### src/rtl/ca_nco_code_gen_pkg.sv
// Shared constants, types and helpers for the GPS C/A NCO code generator.
package ca_nco_code_gen_pkg;

  localparam int         CODE_LEN   = 1023;
  localparam logic [9:0] LFSR_INIT  = 10'h3FF;
  localparam logic [9:0] LAST_PHASE = 10'(CODE_LEN - 1);

  typedef enum logic {
    ST_IDLE = 1'b0,
    ST_SLEW = 1'b1
  } slew_state_e;

  // G2 output taps, numbered as register stages 1..10.
  typedef struct packed {
    logic [3:0] s1;
    logic [3:0] s2;
  } prn_taps_t;

  // G2 phase-select taps for SV PRN 1..32 (index 0..31).
  function automatic prn_taps_t prn_taps(input logic [4:0] prn);
    case (prn)
      5'd0:  return {4'd2, 4'd6};
      5'd1:  return {4'd3, 4'd7};
      5'd2:  return {4'd4, 4'd8};
      5'd3:  return {4'd5, 4'd9};
      5'd4:  return {4'd1, 4'd9};
      5'd5:  return {4'd2, 4'd10};
      5'd6:  return {4'd1, 4'd8};
      5'd7:  return {4'd2, 4'd9};
      5'd8:  return {4'd3, 4'd10};
      5'd9:  return {4'd2, 4'd3};
      5'd10: return {4'd3, 4'd4};
      5'd11: return {4'd5, 4'd6};
      5'd12: return {4'd6, 4'd7};
      5'd13: return {4'd7, 4'd8};
      5'd14: return {4'd8, 4'd9};
      5'd15: return {4'd9, 4'd10};
      5'd16: return {4'd1, 4'd4};
      5'd17: return {4'd2, 4'd5};
      5'd18: return {4'd3, 4'd6};
      5'd19: return {4'd4, 4'd7};
      5'd20: return {4'd5, 4'd8};
      5'd21: return {4'd6, 4'd9};
      5'd22: return {4'd1, 4'd3};
      5'd23: return {4'd4, 4'd6};
      5'd24: return {4'd5, 4'd7};
      5'd25: return {4'd6, 4'd8};
      5'd26: return {4'd7, 4'd9};
      5'd27: return {4'd8, 4'd10};
      5'd28: return {4'd1, 4'd6};
      5'd29: return {4'd2, 4'd7};
      5'd30: return {4'd3, 4'd8};
      default: return {4'd4, 4'd9};
    endcase
  endfunction

  // C/A chip for a given G1/G2 state; stage n lives in bit n-1.
  function automatic logic ca_chip(input logic [9:0] g1, input logic [9:0] g2,
                                   input prn_taps_t taps);
    return g1[9] ^ g2[taps.s1 - 4'd1] ^ g2[taps.s2 - 4'd1];
  endfunction

  // Slew requests beyond one code period minus one chip are clamped.
  function automatic logic [9:0] sat_slew(input logic [10:0] chips);
    if (chips > 11'd1022) return 10'd1022;
    return chips[9:0];
  endfunction

endpackage

### src/rtl/ca_nco_code_gen_lfsr_pair.sv
// G1/G2 code LFSRs with PRN register, tap mux and current/next chip outputs.
module ca_nco_code_gen_lfsr_pair
  import ca_nco_code_gen_pkg::*;
(
  input  logic       clock,
  input  logic       reset_n,
  input  logic       i_step,
  input  logic       i_reload,
  input  logic       i_prn_load,
  input  logic [4:0] i_prn,
  output logic       o_chip,
  output logic       o_chip_next,
  output logic [9:0] o_g1_state
);

  logic [9:0] r_g1, r_g2;
  logic [9:0] w_g1_next, w_g2_next;
  logic [4:0] r_prn;
  prn_taps_t  w_taps;

  // Next LFSR state: reload wins over a step; otherwise hold.
  always_comb begin
    // NOTE: every always_comb output gets a default first so no path can infer a latch.
    w_g1_next = r_g1;
    w_g2_next = r_g2;
    if (i_reload) begin
      w_g1_next = LFSR_INIT;
      w_g2_next = LFSR_INIT;
    end else if (i_step) begin
      w_g1_next = {r_g1[8:0], r_g1[2] ^ r_g1[9]};
      w_g2_next = {r_g2[8:0], r_g2[1] ^ r_g2[2] ^ r_g2[5] ^ r_g2[7] ^ r_g2[8] ^ r_g2[9]};
    end
  end

  // LFSR and PRN-select registers.
  always_ff @(posedge clock or negedge reset_n) begin
    if (!reset_n) begin
      r_g1  <= LFSR_INIT;
      r_g2  <= LFSR_INIT;
      r_prn <= '0;
    end else begin
      // NOTE: sequential state uses non-blocking assignments so all flops update together.
      r_g1 <= w_g1_next;
      r_g2 <= w_g2_next;
      if (i_prn_load) r_prn <= i_prn;
    end
  end

  assign w_taps      = prn_taps(r_prn);
  assign o_chip      = ca_chip(r_g1, r_g2, w_taps);
  assign o_chip_next = ca_chip(w_g1_next, w_g2_next, w_taps);
  assign o_g1_state  = r_g1;

endmodule

### src/rtl/ca_nco_code_gen.sv
// GPS C/A code generator: NCO-driven chip rate, code-phase slew, early/prompt/late replicas.
module ca_nco_code_gen
  import ca_nco_code_gen_pkg::*;
#(
  parameter int NCO_WIDTH   = 32,
  parameter int EPL_SPACING = 1
) (
  input  logic                 clock,
  input  logic                 reset_n,
  input  logic                 enable,
  input  logic [4:0]           prn,
  input  logic                 prn_load,
  input  logic [NCO_WIDTH-1:0] nco_step,
  input  logic [10:0]          slew_chips,
  input  logic                 slew_valid,
  output logic                 slew_ready,
  output logic                 early,
  output logic                 prompt,
  output logic                 late,
  output logic                 chip_tick,
  output logic [9:0]           code_phase,
  output logic                 epoch,
  output logic [9:0]           g1_state
);

  localparam int SR_LEN = 2 * EPL_SPACING + 1;

  logic [1:0]           r_rst_sync;
  logic                 w_rst_n;
  logic [NCO_WIDTH-1:0] r_acc;
  logic [NCO_WIDTH:0]   w_acc_sum;
  logic                 r_half_phase;
  logic [9:0]           r_code_phase;
  logic [9:0]           r_count, w_count_next;
  slew_state_e          r_state, w_state_next;
  logic [SR_LEN-1:0]    r_sr;
  logic                 r_chip_tick, r_epoch;
  logic                 w_accept, w_slew_step, w_slew_last, w_nco_run;
  logic                 w_half_tick, w_nco_adv, w_step, w_wrap;
  logic                 w_chip, w_chip_next;

  // Reset synchroniser: assertion is immediate, release waits two clocks.
  always_ff @(posedge clock or negedge reset_n) begin
    if (!reset_n) r_rst_sync <= '0;
    else          r_rst_sync <= {r_rst_sync[0], 1'b1};
  end
  assign w_rst_n = r_rst_sync[1];

  // prn_load outranks slewing, which outranks the NCO.
  assign w_accept    = slew_valid && (r_state == ST_IDLE) && !prn_load && (slew_chips != 11'd0);
  assign w_slew_step = (r_state == ST_SLEW) && !prn_load;
  assign w_slew_last = w_slew_step && (r_count == 10'd1);
  assign w_nco_run   = enable && (r_state == ST_IDLE) && !prn_load && !w_accept;
  assign w_acc_sum   = {1'b0, r_acc} + {1'b0, nco_step};
  assign w_half_tick = w_nco_run && w_acc_sum[NCO_WIDTH];
  assign w_nco_adv   = w_half_tick && r_half_phase;
  assign w_step      = w_nco_adv || w_slew_step;
  assign w_wrap      = w_step && (r_code_phase == LAST_PHASE);

  // Slew FSM next-state and remaining-chip count.
  always_comb begin
    w_state_next = r_state;
    w_count_next = r_count;
    if (prn_load) begin
      w_state_next = ST_IDLE;
      w_count_next = '0;
    end else begin
      case (r_state)
        ST_IDLE: if (w_accept) begin
          w_state_next = ST_SLEW;
          w_count_next = sat_slew(slew_chips);
        end
        ST_SLEW: begin
          w_count_next = r_count - 10'd1;
          if (r_count == 10'd1) w_state_next = ST_IDLE;
        end
      endcase
    end
  end

  // Slew FSM state register.
  always_ff @(posedge clock or negedge w_rst_n) begin
    if (!w_rst_n) begin
      r_state <= ST_IDLE;
      r_count <= '0;
    end else begin
      r_state <= w_state_next;
      r_count <= w_count_next;
    end
  end

  // Phase accumulator and half-chip phase; frozen while slewing or disabled.
  always_ff @(posedge clock or negedge w_rst_n) begin
    if (!w_rst_n) begin
      r_acc        <= '0;
      r_half_phase <= 1'b0;
    end else if (prn_load) begin
      r_acc        <= '0;
      r_half_phase <= 1'b0;
    end else if (w_nco_run) begin
      r_acc <= w_acc_sum[NCO_WIDTH-1:0];
      if (w_acc_sum[NCO_WIDTH]) r_half_phase <= !r_half_phase;
    end
  end

  // Code phase counter plus chip_tick/epoch, aligned with the new phase.
  always_ff @(posedge clock or negedge w_rst_n) begin
    if (!w_rst_n) begin
      r_code_phase <= '0;
      r_chip_tick  <= 1'b0;
      r_epoch      <= 1'b0;
    end else begin
      r_chip_tick <= w_nco_adv;
      r_epoch     <= w_nco_adv && w_wrap;
      if (prn_load)    r_code_phase <= '0;
      else if (w_wrap) r_code_phase <= '0;
      else if (w_step) r_code_phase <= r_code_phase + 10'd1;
    end
  end

  // Early/prompt/late delay line; slew exit floods it with the new chip.
  always_ff @(posedge clock or negedge w_rst_n) begin
    if (!w_rst_n)         r_sr <= '0;
    else if (prn_load)    r_sr <= '0;
    else if (w_slew_last) r_sr <= {SR_LEN{w_chip_next}};
    else if (w_half_tick) r_sr <= {r_sr[SR_LEN-2:0], w_chip};
  end

  ca_nco_code_gen_lfsr_pair u_lfsr (
    .clock       (clock),
    .reset_n     (w_rst_n),
    .i_step      (w_step),
    .i_reload    (prn_load || w_wrap),
    .i_prn_load  (prn_load),
    .i_prn       (prn),
    .o_chip      (w_chip),
    .o_chip_next (w_chip_next),
    .o_g1_state  (g1_state)
  );

  assign slew_ready = (r_state == ST_IDLE);
  assign early      = r_sr[0];
  assign prompt     = r_sr[EPL_SPACING];
  assign late       = r_sr[2*EPL_SPACING];
  assign chip_tick  = r_chip_tick;
  assign code_phase = r_code_phase;
  assign epoch      = r_epoch;

endmodule

### config.mk
export PLATFORM = sky130hd
export DESIGN_NAME = ca_nco_code_gen
export DESIGN_NICKNAME = d
export VERILOG_FILES = /design/src/rtl/ca_nco_code_gen_pkg.sv /design/src/rtl/ca_nco_code_gen_lfsr_pair.sv /design/src/rtl/ca_nco_code_gen.sv
export SDC_FILE = /design/constraint.sdc
export NUM_CORES = 1
export LEC_CHECK = 0
export ABC_AREA = 1
export CORE_MARGIN = 2
export CORE_UTILIZATION = 47
export CTS_CLUSTER_DIAMETER = 30
export CTS_CLUSTER_SIZE = 28
export DETAILED_ROUTE_END_ITERATION = 10
export PLACE_DENSITY_LB_ADDON = 0.3
export SLEW_MARGIN = 20
export SYNTH_ARGS = -nofsm -noshare
export SYNTH_HDL_FRONTEND = slang
export SYNTH_HIERARCHICAL = 1
export SYNTH_SLANG_ARGS = --single-unit
### constraint.sdc
create_clock -name clock -period 4.8 [get_ports clock]
set_input_delay 0.72 -clock clock [delete_from_list [all_inputs] [get_ports clock]]
set_output_delay 0.72 -clock clock [all_outputs]
set_load 0.02 [all_outputs]
* After elaboration in Yosys (flattened, before gate mapping)
Memory sizes are Yosys's and may differ from the RTL's.
Cells that the tools add are included.
** Cells by class
- $add $sub $neg :: 5
- Magnitude comparators :: 3
- Equal/unequal tests :: 3
- Mux-type cells :: 36
- Bitwise gates (word level) :: 11
- Reductions and logical operators :: 24
** Operators with widths (count)
- 10-bit two-way mux :: 11
- 32-bit two-way mux :: 2
- 32-bit by 32-bit adder with 33-bit output :: 1
- 10-bit case mux with 2 select lines :: 1
- 1-bit binary-select mux with 4-bit select :: 4
- 1-bit two-way mux :: 14
- 1-bit logical AND :: 12
- 11-bit by 10-bit > comparator with 1-bit output (second input constant) :: 1
- 11-bit nonzero test :: 1
- 10-bit by 1-bit adder with 10-bit output (second input constant) :: 1
- 10-bit by 1-bit equality test with 1-bit output (second input constant) :: 1
- 10-bit equality test (second input constant) :: 1
- 4-bit by 5-bit < comparator with 1-bit output (second input constant) :: 2
- 10-bit by 1-bit subtractor with 10-bit output (second input constant) :: 1
- 1-bit XOR :: 10
- 3-bit two-way mux :: 3
- 4-bit by 1-bit subtractor with 4-bit output (second input constant) :: 2
- 2-bit nonzero test :: 3
- 3-bit nonzero test :: 2
- 1-bit logical NOT :: 3
- 3-bit by 2-bit inequality test with 1-bit output (second input constant) :: 1
- 1-bit logical OR :: 2
- 1-bit case mux with 2 select lines :: 1
- 2-bit AND reduction :: 1
- 1-bit inverter :: 1
** Word-level totals
- Flip-flop bits (word level) :: 86
- ROM bits :: 256
- Input port bits :: 53
- Output and inout port bits :: 26
- Logic and storage cells :: 96
- Memories kept :: 1
** Memory list
- (name not given) :: words 32, width 8, rd ports 1, clocked after Yosys merged registers in 0, wr ports 0, RTL line ca_nco_code_gen_pkg.sv:21 : case (prn)

* Logic depth before layout (Yosys ltp)
- Depth in word-level cells :: 18
- Mapped depth :: 33
- Mapped depth without buffers :: 32

* Modules after synthesis
The synthesis kept the hierarchy.
** By module, submodules not included
- ca_nco_code_gen :: times used 1, cells an instance 758, area an instance 4969.8 um2, seq. area each 1526.5 um2
- ca_nco_code_gen_lfsr_pair :: times used 1, cells an instance 363, area an instance 2306.0 um2, seq. area each 650.6 um2

* Worst setup path after synthesis
Ideal clock, no wire load.
- Path kind :: input port to flip-flop
- Start :: in nco_step[0]
- End :: reg r_sr[1]
- Setup time :: 0.083 ns
- Arrival time :: 3.782 ns
- Required time :: 4.717 ns
- Path slack :: 0.936 ns
- Cell stages on the path :: 32
- Buffers on the path :: 1
- Path through :: ha_1 -> inv_1 -> fa_1 -> inv_1 -> nand2_1 -> nand2_1 -> nand3_1 -> nand2_2 -> nand2_1 -> nand2_2 -> nand2_2 -> nand2_4 -> nand3_4 -> nand2_4 -> inv_4 -> a21oi_2 -> nor2_1 -> buf_2 -> a22oi_1 -> nand3b_1 -> nand2_1 -> nor2_2 -> nand2_1 -> nand3_1 -> nand2_1 -> inv_1 -> nand3_1 -> nand2_1 -> nand2_1 -> nor2_1 -> a21oi_1 -> o21ai_0
** Between the ends
- Longest elaborated chain between the ends :: 13
- Elaborated cells on any way between the ends :: 19
- Those cells by class :: add/sub: 1; mux: 10; bitwise: 2; reduce/logical: 6
** Ends and longest elaborated chain
- start, declared :: RTL line ca_nco_code_gen.sv:13 : input logic [NCO_WIDTH-1:0] nco_step,
- 32-bit by 32-bit adder with 33-bit output * :: RTL line ca_nco_code_gen.sv:54 : assign w_acc_sum = {1'b0, r_acc} + {1'b0, nco_step};
- 1-bit logical AND * :: RTL line ca_nco_code_gen.sv:55 : assign w_half_tick = w_nco_run && w_acc_sum[NCO_WIDTH];
- 1-bit logical AND * :: RTL line ca_nco_code_gen.sv:56 : assign w_nco_adv = w_half_tick && r_half_phase;
- 1-bit logical OR * :: RTL line ca_nco_code_gen.sv:57 : assign w_step = w_nco_adv || w_slew_step;
- 1-bit logical AND :: RTL line ca_nco_code_gen.sv:58 : assign w_wrap = w_step && (r_code_phase == LAST_PHASE);
- 1-bit logical OR :: RTL line ca_nco_code_gen.sv:133 : .i_reload (prn_load || w_wrap),
- 10-bit two-way mux * :: RTL line ca_nco_code_gen_lfsr_pair.sv:26 : if (i_reload) begin
- via u_lfsr.w_g2_next[2] :: RTL line ca_nco_code_gen_lfsr_pair.sv:17 : logic [9:0] w_g1_next, w_g2_next;
- 1-bit binary-select mux with 4-bit select :: RTL line ca_nco_code_gen_pkg.sv:60 : return g1[9] ^ g2[taps.s1 - 4'd1] ^ g2[taps.s2 - 4'd1];
- 1-bit two-way mux (not written as such) :: RTL line ca_nco_code_gen_pkg.sv:60
- 1-bit XOR :: RTL line ca_nco_code_gen_pkg.sv:60
- 1-bit XOR * :: RTL line ca_nco_code_gen_pkg.sv:60
- via w_chip_next :: RTL line ca_nco_code_gen.sv:40 : logic w_chip, w_chip_next;
- 3-bit two-way mux * :: RTL line ca_nco_code_gen.sv:125 : else if (w_slew_last) r_sr <= {SR_LEN{w_chip_next}};
- 3-bit two-way mux * :: RTL line ca_nco_code_gen.sv:124 : else if (prn_load) r_sr <= '0;
- end signal, assigned :: RTL line ca_nco_code_gen.sv:125
- end signal, assigned :: RTL line ca_nco_code_gen.sv:126 : else if (w_half_tick) r_sr <= {r_sr[SR_LEN-2:0], w_chip};
- end, declared :: RTL line ca_nco_code_gen.sv:36 : logic [SR_LEN-1:0] r_sr;
The timed path passes the listed nets; every way through them passes the cells marked *. The select of a mux whose other input is x is not followed.
A chain may end at the register's enable or synchronous reset.

* Final worst setup path
- Start :: in nco_step[0]
- End :: reg r_sr[2]
** Between the ends
- Longest elaborated chain between the ends :: 13
- Elaborated cells on any way between the ends :: 19
- Those cells by class :: add/sub: 1; mux: 10; bitwise: 2; reduce/logical: 6
** Ends and longest elaborated chain
- 32-bit by 32-bit adder with 33-bit output * :: RTL line ca_nco_code_gen.sv:54
- 1-bit logical AND * :: RTL line ca_nco_code_gen.sv:55
- 1-bit logical AND * :: RTL line ca_nco_code_gen.sv:56
- 1-bit logical OR * :: RTL line ca_nco_code_gen.sv:57
- via w_step :: RTL line ca_nco_code_gen.sv:39 : logic w_half_tick, w_nco_adv, w_step, w_wrap;
- 1-bit logical AND :: RTL line ca_nco_code_gen.sv:58
- 1-bit logical OR :: RTL line ca_nco_code_gen.sv:133
- 10-bit two-way mux * :: RTL line ca_nco_code_gen_lfsr_pair.sv:26
- via u_lfsr.w_g2_next[3] :: RTL line ca_nco_code_gen_lfsr_pair.sv:17
- 1-bit binary-select mux with 4-bit select :: RTL line ca_nco_code_gen_pkg.sv:60
- 1-bit two-way mux (not written as such) :: RTL line ca_nco_code_gen_pkg.sv:60
- 1-bit XOR :: RTL line ca_nco_code_gen_pkg.sv:60
- 1-bit XOR * :: RTL line ca_nco_code_gen_pkg.sv:60
- via w_chip_next :: RTL line ca_nco_code_gen.sv:40
- 3-bit two-way mux * :: RTL line ca_nco_code_gen.sv:125
- 3-bit two-way mux * :: RTL line ca_nco_code_gen.sv:124
Marks and branches as above.

==> flow_summary.rst <==
.. list-table::
   :header-rows: 1

   * - Metric
     - Value
   * - Final hold vios
     - 0
   * - Prevailing post-synth register cell
     - dfrtp_1
   * - Post-synthesis adder-cell area fraction
     - 7.67%
   * - Slack of the worst reg-to-reg path
     - 850 ps
   * - Vert. Die Dim
     - 128 µm
   * - Leak
     - 4.49 nW
   * - Starting utilization of the core area
     - 48.0%
   * - Clock tree from TritonCTS
     - built
   * - Outcome
     - finished clean
   * - Site Rows
     - 45
   * - Total congestion overflow after global routing
     - 0
   * - Netlist Area Pre-Place
     - 7280 µm²
   * - Clock root cell
     - clkbuf_16
   * - Number of CTS-inserted buffers
     - 9
   * - Period utilisation layout
     - around 90%
   * - Highest-delay cell along the critical path
     - clkdlybuf4s50_1
   * - Last weighted congestion value of the routability-driven placer
     - 0.946
   * - Final cell utilization of the core
     - a little under three fifths
   * - Number of maximum-capacitance constraint violations
     - 0
   * - Avg Inst Size Synth
     - roughly 6.5 µm²
   * - Unrepaired setup endpoints after global routing
     - false
   * - Slew Limit Headroom
     - 46.9%
   * - Fmax
     - 229 MHz
   * - Main combinational cell family by area after synthesis
     - simple AND/OR/NAND/NOR gates
   * - GRT Total Usage
     - 24.4%
   * - Clock group share of total power
     - 26.9%
   * - Depth of the most critical reg-to-reg path
     - 25
   * - Number of clock sinks
     - 86
   * - Drt wl/cell
     - 13.9 µm
   * - Synth async-reset ratio
     - 100%
   * - Pin count of the biggest net entering global routing
     - 64
   * - Source of the critical timing path
     - nco_step[0]
   * - Setup bufs post-CTS
     - 0
   * - Type of element launching the critical path
     - primary input
   * - Simple-Gate Fraction of Synth Area
     - a little under two fifths
   * - Final WS setup
     - 426 ps
   * - Worst min path class
     - flip-flop to async pin
   * - Post-Synth XOR/XNOR Area
     - 1.69%
   * - Ys Warns
     - 6
   * - Drt total wl
     - 19,600 µm
   * - Total power per unit cell area
     - 316 nW/µm²
   * - Worst-skew pair later-pin latency
     - approximately 360 ps
   * - CP Class
     - primary input to flip-flop
   * - Critical path arrival
     - approximately 4600 ps
   * - Max IR drop VDD
     - 196 µV
   * - Maximum clock skew at final layout
     - 5.80 ps
   * - Distinct cell type count of the synthesized netlist
     - 47
   * - Total placed instance area
     - 8350 µm²
   * - Ant. Diodes
     - 0
   * - Switching power
     - approximately 1.1 mW
   * - Post-synthesis mux area share
     - 0%
   * - Net count of the mapped netlist
     - 1,218
   * - HPWL Detailed
     - 15,000 µm
   * - Count of pins over their slew limit
     - 0
   * - Fin crit period
     - 4370 ps
   * - Number of storage elements in the synthesis netlist
     - 86
   * - Drt pass-1 iters
     - 5
   * - Endpoints failing setup
     - 0
   * - Avg Vias per Cell
     - 5.31
   * - CTS clock-pin slew for the worst setup and hold paths
     - 60 ps
   * - Post-synthesis sequential area ratio
     - between 20 and 30%
   * - Horizontal extent of the die
     - 128 µm
   * - Met3 wirelength from detailed routing
     - 1210 µm
   * - Layout Cell Area excl Fill
     - between 8000 and 9000 µm²
   * - Via count of the first global-routing pass
     - about 6,700
   * - IO buf count
     - 78
   * - Launch instance of the worst register-to-register path
     - r_acc[15]
   * - Setup Slack @ Placement
     - -204 ps
   * - Hold Buf Count CTS
     - 0
   * - Highest Signal Layer
     - met4
   * - Area delta synth->final
     - 19.2%
   * - Most frequent standard cell in the layout excluding fill and tap cells
     - nand2_1
   * - Resized cells post-CTS
     - 0
   * - Nets
     - 1,314
   * - Detail Route met2 WL
     - 8220 µm
   * - Wire length of the first global-routing pass
     - 32,600 µm
   * - Post-route antenna net violation count
     - 0
   * - Required time at the endpoint of the critical path
     - 5070 ps
   * - Fraction of the mapped netlist area in compound gates
     - between 10 and 15%
   * - Tightest hold margin
     - 220 ps
   * - Internal power consumption
     - 1.66 mW
   * - Synthesized instance count
     - 1,121
   * - Vias post-DR
     - 7,493
   * - Crit path max fanout
     - 12
   * - Number of design-rule violations left by the first detailed-router iteration
     - 584
   * - Most used cell, CP
     - nand2_1
   * - Number of flops mapped to enable cells by yosys
     - 0
   * - Delay contributed by the slowest stage of the critical path
     - 460 ps
   * - Area enclosed by the die boundary
     - 16,500 µm²
   * - Count of pins on the block boundary
     - 79
   * - Worst setup EP type
     - flip-flop
   * - Switching part of the total power
     - 39.4%
   * - Number of buffers between clock root and the deepest sink
     - 2
   * - Logic pwr share
     - about two fifths
   * - Commonest cells after routing, fill and taps aside
     - nand2_1 (383), inv_1 (125), nor2_1 (92)
   * - Actual slew at the worst max-slew pin
     - 796 ps
   * - Number of design rule violations left after detail routing
     - 0
   * - Antenna violations before repair
     - 0
   * - Sequential cell fraction of total power
     - 32.6%
   * - Core Box Area
     - 15,100 µm²
   * - H-tree level count
     - 3
   * - Routed length on met1
     - 9830 µm
   * - Ratio of cells with drive above 1 in the final layout
     - 9.57%
==> synthesized netlist by cell type (4+ instances only) <==
| cell | count | area (µm²) |
|---|---|---|
| ha_1 | 43 | 538 |
| nand3b_1 | 6 | 45.0 |
| nand2_2 | 15 | 93.8 |
| buf_2 | 8 | 40.0 |
| o22ai_1 | 8 | 50.1 |
| a21oi_2 | 4 | 35.0 |
| inv_1 | 125 | 469 |
| o21bai_1 | 4 | 30.0 |
| o21ai_1 | 29 | 145 |
| buf_6 | 6 | 67.6 |
| dfrtp_1 | 66 | 1650 |
| o21ai_0 | 52 | 260 |
| nor2_1 | 94 | 353 |
| a21o_1 | 4 | 30.0 |
| inv_2 | 13 | 48.8 |
| a22oi_1 | 10 | 75.1 |
| nand4_1 | 13 | 81.3 |
| nor4_1 | 6 | 37.5 |
| nand2_4 | 5 | 56.3 |
| nand3_1 | 91 | 455 |
| nand2_1 | 383 | 1440 |
| dfstp_2 | 20 | 526 |
| xnor2_1 | 6 | 52.6 |
| xor2_1 | 8 | 70.1 |
| a21oi_1 | 57 | 285 |
| nor3_1 | 14 | 70.1 |
==> logic make-up after synthesis <==
group | count (synthesis)
XOR/XNOR | 14
other | 1
AND/OR/NAND/NOR | 636
flip-flops | 86
buffers and inverters | 160
adder cells (fa/ha/maj) | 44
AO/OA/AOI/OAI | 180
==> through the flow <==
stage | instances | setup TNS (ps) | power [mW]
after floorplan | 1121 | 0 | 1.67
after global placement | 1394 | -357 | 1.98
after detailed placement | 1394 | -540 | 1.99
after CTS | 1410 | 0 | 2.74
after global routing | 1410 | 0 | 2.94
final | 1410 | 0 | 2.74
==> per-layer routing <==
layer	global-route usage [%]	vias up
li1	-	3835
met3	4.07	24
met4	6.59	0
met1	36.0	3405
met2	36.9	229
met5	0	-
==> sequential cells by signal, summed over array words and instances (netlist names) <==
name and flops:
r_count 10, u_lfsr/r_g2 10, r_acc 32, u_lfsr/r_prn 5
u_lfsr/o_g1_state 10, r_half_phase 1, epoch 1, chip_tick 1
r_rst_sync 2, code_phase 10, r_state 1, r_sr 3
==> power groups by stage <==
| stage | clock network [mW] | registers, mW | logic [mW] |
|---|---|---|---|
| 6_report | 0.738 | 0.892 | 1.11 |
| 5_1_grt | 0.788 | 0.903 | 1.24 |
| 4_1_cts | 0.756 | 0.891 | 1.10 |
| 3_5_place_dp | 0 | 0.903 | 1.09 |
| 3_3_place_gp | 0 | 0.900 | 1.08 |
| 2_1_floorplan | 0 | 0.902 | 0.767 |
==> worst paths after layout <==
check,endpoint
setup / recovery,r_sr[2]
hold / removal,r_acc[9]
setup reg to reg,r_sr[2]
hold reg to reg,r_acc[9]
max in group asynchronous,code_phase[6]
min in group clock,r_rst_sync[1]
==> worst max-delay path, delay by kind of cell <==
kind / cells / cell delay [ps]
buffers and inverters: 5 / 720
adder cells (fa/ha/maj): 2 / 560
AO/OA/AOI/OAI: 3 / 440
AND/OR/NAND/NOR: 21 / 2190
==> final cells by class <==
| type | count | area [µm²] |
|---|---|---|
| Sequential cell | 86 | 2180 |
| Multi-Input combinational cell | 875 | 4430 |
| Timing Repair Buffer | 104 | 976 |
| Clock buffer | 11 | 253 |
| Tap cell | 188 | 235 |
| Clock inverter | 5 | 56.3 |
| Inverter | 141 | 539 |
| Fill cell | 1489 | 6470 |
(Power assumes the default switching activity.)
